`config.mk`:
```
export PLATFORM = sky130hd
export DESIGN_NAME = ddr3_read_arbiter
export DESIGN_NICKNAME = d
export VERILOG_FILES = /design/src/rtl/ddr3_read_arbiter.sv
export SDC_FILE = /design/constraint.sdc
export NUM_CORES = 1
export LEC_CHECK = 0
export CORE_ASPECT_RATIO = 0.8
export CORE_UTILIZATION = 32
export CTS_CLUSTER_DIAMETER = 200
export DETAILED_ROUTE_END_ITERATION = 12
export PLACE_DENSITY_LB_ADDON = 0.1
export SYNTH_ARGS = -nofsm -noshare
export SYNTH_HDL_FRONTEND = slang
export SYNTH_SLANG_ARGS = --single-unit
```
`constraint.sdc`:
```
create_clock -name clock -period 1.7 [get_ports clock]
set_clock_uncertainty 0.05 [all_clocks]
set_input_delay 0.255 -clock clock [delete_from_list [all_inputs] [get_ports clock]]
set_output_delay 0.255 -clock clock [all_outputs]
set_load 0.01 [all_outputs]
```
`src/rtl/ddr3_read_arbiter.sv`:
```
// ---------------------------------------------------------------------------
// ddr3_read_arbiter: two-port round-robin AXI read arbiter, one DDR3 burst in flight.
// Rev 1.0
// ---------------------------------------------------------------------------
`default_nettype none

module ddr3_read_arbiter #(
  parameter int ADDRS = 27,
  parameter int WIDTH = 32,
  parameter int REQID = 4
) (
  input  logic                 clock,
  input  logic                 reset,

  input  logic [1:0]           s_arvalid_i,
  output logic [1:0]           s_arready_o,
  input  logic [2*ADDRS-1:0]   s_araddr_i,
  input  logic [2*REQID-1:0]   s_arid_i,
  input  logic [15:0]          s_arlen_i,
  input  logic [3:0]           s_arburst_i,

  output logic [1:0]           s_rvalid_o,
  input  logic [1:0]           s_rready_i,
  output logic                 s_rlast_o,
  output logic [1:0]           s_rresp_o,
  output logic [REQID-1:0]     s_rid_o,
  output logic [WIDTH-1:0]     s_rdata_o,

  output logic                 m_arvalid_o,
  input  logic                 m_arready_i,
  output logic [ADDRS-1:0]     m_araddr_o,
  output logic [REQID-1:0]     m_arid_o,
  output logic [7:0]           m_arlen_o,
  output logic [1:0]           m_arburst_o,

  input  logic                 m_rvalid_i,
  output logic                 m_rready_o,
  input  logic                 m_rlast_i,
  input  logic [1:0]           m_rresp_i,
  input  logic [REQID-1:0]     m_rid_i,
  input  logic [WIDTH-1:0]     m_rdata_i
);

  typedef enum logic [1:0] {
    IDLE = 2'd0,
    ADDR = 2'd1,
    DATA = 2'd2
  } state_t;

  state_t             state_q, state_d;
  logic               prio_q, prio_d;
  logic               gnt_q, gnt_d;
  logic               arvalid_q, arvalid_d;
  logic [ADDRS-1:0]   araddr_q, araddr_d;
  logic [REQID-1:0]   arid_q, arid_d;
  logic [7:0]         arlen_q, arlen_d;
  logic [1:0]         arburst_q, arburst_d;

  // Contention resolves by the round-robin pointer; a lone requester always wins.
  logic               pick;
  logic [ADDRS-1:0]   pick_addr;
  logic [REQID-1:0]   pick_id;
  logic [7:0]         pick_len;
  logic [1:0]         pick_burst;
  logic               beat_fire;

  assign pick       = (&s_arvalid_i) ? prio_q : s_arvalid_i[1];
  assign pick_addr  = pick ? s_araddr_i[ADDRS +: ADDRS] : s_araddr_i[0 +: ADDRS];
  assign pick_id    = pick ? s_arid_i[REQID +: REQID]   : s_arid_i[0 +: REQID];
  assign pick_len   = pick ? s_arlen_i[15:8]            : s_arlen_i[7:0];
  assign pick_burst = pick ? s_arburst_i[3:2]           : s_arburst_i[1:0];
  assign beat_fire  = m_rvalid_i & s_rready_i[gnt_q];

  always_comb begin
    state_d     = state_q;
    prio_d      = prio_q;
    gnt_d       = gnt_q;
    arvalid_d   = arvalid_q;
    araddr_d    = araddr_q;
    arid_d      = arid_q;
    arlen_d     = arlen_q;
    arburst_d   = arburst_q;
    s_arready_o = 2'b00;
    s_rvalid_o  = 2'b00;
    m_rready_o  = 1'b0;

    case (state_q)
      IDLE: begin
        if (|s_arvalid_i) begin
          gnt_d     = pick;
          prio_d    = ~pick;
          arvalid_d = 1'b1;
          araddr_d  = pick_addr;
          arid_d    = pick_id;
          arlen_d   = pick_len;
          arburst_d = pick_burst;
          state_d   = ADDR;
          // Reset gating keeps the handshake from completing while the capture is discarded.
          if (!reset) begin
            s_arready_o = pick ? 2'b10 : 2'b01;
          end
        end
      end
      ADDR: begin
        if (m_arready_i) begin
          arvalid_d = 1'b0;
          state_d   = DATA;
        end
      end
      DATA: begin
        if (!reset) begin
          m_rready_o = s_rready_i[gnt_q];
          s_rvalid_o = gnt_q ? {m_rvalid_i, 1'b0} : {1'b0, m_rvalid_i};
        end
        if (beat_fire && m_rlast_i) begin
          state_d = IDLE;
        end
      end
      default: begin
        state_d = IDLE;
      end
    endcase
  end

  always_ff @(posedge clock) begin
    if (reset) begin
      state_q   <= IDLE;
      prio_q    <= 1'b0;
      gnt_q     <= 1'b0;
      arvalid_q <= 1'b0;
      araddr_q  <= '0;
      arid_q    <= '0;
      arlen_q   <= '0;
      arburst_q <= '0;
    end else begin
      state_q   <= state_d;
      prio_q    <= prio_d;
      gnt_q     <= gnt_d;
      arvalid_q <= arvalid_d;
      araddr_q  <= araddr_d;
      arid_q    <= arid_d;
      arlen_q   <= arlen_d;
      arburst_q <= arburst_d;
    end
  end

  assign m_arvalid_o = arvalid_q;
  assign m_araddr_o  = araddr_q;
  assign m_arid_o    = arid_q;
  assign m_arlen_o   = arlen_q;
  assign m_arburst_o = arburst_q;

  assign s_rdata_o   = m_rdata_i;
  assign s_rresp_o   = m_rresp_i;
  assign s_rid_o     = m_rid_i;
  assign s_rlast_o   = m_rlast_i;

endmodule

`default_nettype wire

```
==> impl_results.md <==
- Status: finished, final reports clean
- Total Routing Usage GR: 19.6%
- Rel. slew slack: 65.6%
- Cell area after synthesis: 2430 sq um
- Root Driver: clkbuf_8
- Origin of the worst setup path: s_arvalid_i[1]
- Final total power: 2.86 mW
- Antenna violations before repair: 0
- Seq pwr share: 43.8%
- Psw: 0.808 mW
- Routed WL: 7990 um
- WP data required: 1.83 ns
- Die Span X: 99.5 um
- Tcrit/Tclk final: 97.5%
- Setup violations, final: 0
- Crit Path Max Fanout: 16
- DP HPWL: 5480 um
- Sequential share of the synthesized area: 37.8%
- TritonCTS Buffers: 5
- Reg clk slew, reported paths: 0.09 ns
- Flop2flop setup slack: 0.11 ns
- RSZ-0062 raised after global routing: yes
- Synthesized flop and latch total: 46
- Comb pwr share: 31.2%
- Via count: 2,386
- NumNets Final: 478
- Die ar.: 7960 sq um
- CP Cell Sequence: clkdlybuf4s50_1, buf_6, or2_1, a21oi_4, buf_6, a221o_1
- Max incr delay on CP: 0.56 ns
- Remaining global-route overflow: 0
- Most common cell in the netlist: dfxtp_1
- Worst Tran Pin Value: 0.515 ns
- Main area contributors after synthesis: dfxtp_1 38%, buf_4 14%, and4b_1 12%
- Final min period: 1.66 ns
- Buf+Inv Stages, Crit Path: 3
- Hold Vio Cnt, Final: 0
- Worst r2r dst: m_araddr_o[19]
- Clock sinks: 46
- Worst setup margin: 0.0427 ns
- DRC: 0
- Fin. max-slew vios: 0
- Number of synthesized flops with an enable pin: 0
- Vias per cell: 5.24
- Port bufs: 138
- Largest net degree at the start of global routing: 56
- Rows: 28
- TritonCTS clock tree: done
- Clk network pwr share: 24.9%
- Pwr dens: 757 nW/um^2
- Cell taking the most area after synthesis: dfxtp_1
- Vias in the first global route: 2,239
- Ant. Diodes: 0
- Worst setup endpoint: m_araddr_o[19]
- Top post-synthesis cells by count: 46 x dfxtp_1, 44 x buf_4, 29 x and4b_1
- Iter 0 DRT Violations: 105
- CTS H-tree depth: 2
- Pre-CTS setup slack: -0.411 ns
- Synth Warn #: 0
- Crit end category: flop
- Synthesized area per cell: 9.74 sq um
- Clock Path Buffers: 2
- Synth top area share: 37.8%
- Int Power: 2.05 mW
- Core Footprint: 7390 sq um
- Number of fill cells: 710
- Levels on crit path: 6
- CP max stage cell: clkdlybuf4s50_1
- Share of cells above drive strength 1: 12.3%
- Share of synthesized registers carrying an async set or reset: 0%
- Top delay family on crit path: buffers and inverters
- FMAX: 0.603 GHz
- Die Height: 80.0 um
- Skew-Pair Late Insertion Delay: 0.29 ns
- Mapped Cells: 250
- Worst setup path class: input port to flop
- Synthesized Nets: 379
- Worst R2R Path Depth: 5
- Placer Congestion: 0.717
- DR WL/cell: 17.6 um
- Initial Utilization: 32.9%
- Data arrival, critical path: 1.79 ns
- Post-synthesis cell type count: 30
- Switching Fraction: 28.3%
- Reg2reg start: state_q[1]
- CP most frequent cell: buf_6
- Synth Flop Type: dfxtp_1
- Leakage: 1.47 nW
- CP startpoint kind: input port
- Global-route wire length before repair: 12,100 um
- Synthesis-to-layout area growth: 55.1%
- Hold Path Class: flop to flop
- Initial DRT Pass Iterations: 4
- Hold Path Stages: 1
- # IOs: 215
- Final ANT Viol Nets: 0
- Max Cap Viol: 0
- Worst VDD drop: 0.317 mV
==> logic make-up (layout without fill, tap and decap cells) <==
family,count (synthesis),in the layout,synth area share (%)
simple gates,71,71,21.8
compound gates,65,65,20.9
buf+inv,67,167,19.1
mux,1,1,0.411
flops,46,46,37.8
==> power by group through the flow <==
stage               logic [mW]  clock network, mW  registers [mW]
finish                   0.893              0.713            1.25
global route             0.957              0.774            1.27
CTS                      0.885              0.739            1.25
detailed placement       0.878                  0            1.27
global placement         0.875                  0            1.27
floorplan                0.419                  0            1.32
==> layer usage <==
metal,wire (um),vias up,part of all wire (%),track usage [%]
li1,-,1125,-,-
met1,3640,1138,46,26.8
met2,3710,103,46,30.6
met3,501,20,6.3,3.85
met4,133,0,1.7,6.76
met5,0,-,0,0
==> through the flow <==
stage | cell area (sq um) | hold WS [ns] | std cells | utilization [%] | setup TNS, ns
floorplan | 2430 | 0.323 | 250 | - | 0
global placement | 3640 | 0.419 | 446 | 49.3 | -14.23
detailed placement | 3640 | 0.420 | 446 | 49.3 | -14.94
CTS | 3740 | 0.446 | 454 | 50.6 | 0
global route | 3780 | 0.455 | 455 | 51.1 | -0.0640
finish | 3780 | 0.441 | 455 | 51.1 | 0
==> layout make-up <==
class | instances | area [sq um] | area share (%)
clock buffers | 7 | 86.3 | 2.29
clock inverters | 1 | 5.00 | 0.133
inverters | 2 | 7.51 | 0.199
multi-input cells | 137 | 1080 | 28.6
flip-flops and latches | 46 | 922 | 24.4
well taps | 105 | 131 | 3.48
repair buffers | 157 | 1540 | 40.9
==> state kept, by name, indices dropped and copies added (netlist names) <==
register	flops
state_q	2
m_arlen_o	8
m_arid_o	4
prio_q	1
m_arvalid_o	1
m_arburst_o	2
gnt_q	1
m_araddr_o	27
==> how the worst min path moves through the flow <==
stage,startpoint,endpoint,slack [ns]
floorplan,m_arready_i,state_q[0],0.32
global placement,m_araddr_o[25],m_araddr_o[25],0.42
detailed placement,m_araddr_o[22],m_araddr_o[22],0.42
CTS,m_araddr_o[26],m_araddr_o[26],0.45
global route,m_araddr_o[10],m_araddr_o[10],0.46
finish,m_araddr_o[6],m_araddr_o[6],0.44
==> placed cells by master, fill, tap and decap left out, types with 2 or more instances in the layout <==
cell type / n
nor2_1: 3
a21o_1: 2
buf_6: 3
dfxtp_1: 45
a221o_1: 28
buf_4: 14
a31oi_1: 13
nand4_1: 13
nand2_1: 2
buf_2: 3
and4b_1: 28
inv_1: 2
nor2_4: 2
o21ai_0: 15
clkdlybuf4s50_1: 132
nor2_2: 2
nand3_1: 13
clkbuf_8: 7
a21oi_1: 2
==> timing repair <==
action / in CTS / in global routing
setup endpoints to repair: 46 / 38
setup buffers: 0 / 1
pin swaps: 1 / 2
resized for setup: 21 / 11
gates cloned: 0 / 0
hold buffers: 0 / 0
hold endpoints to repair: 0 / 0
No activity file was read; power rests on OpenSTA's default activity.
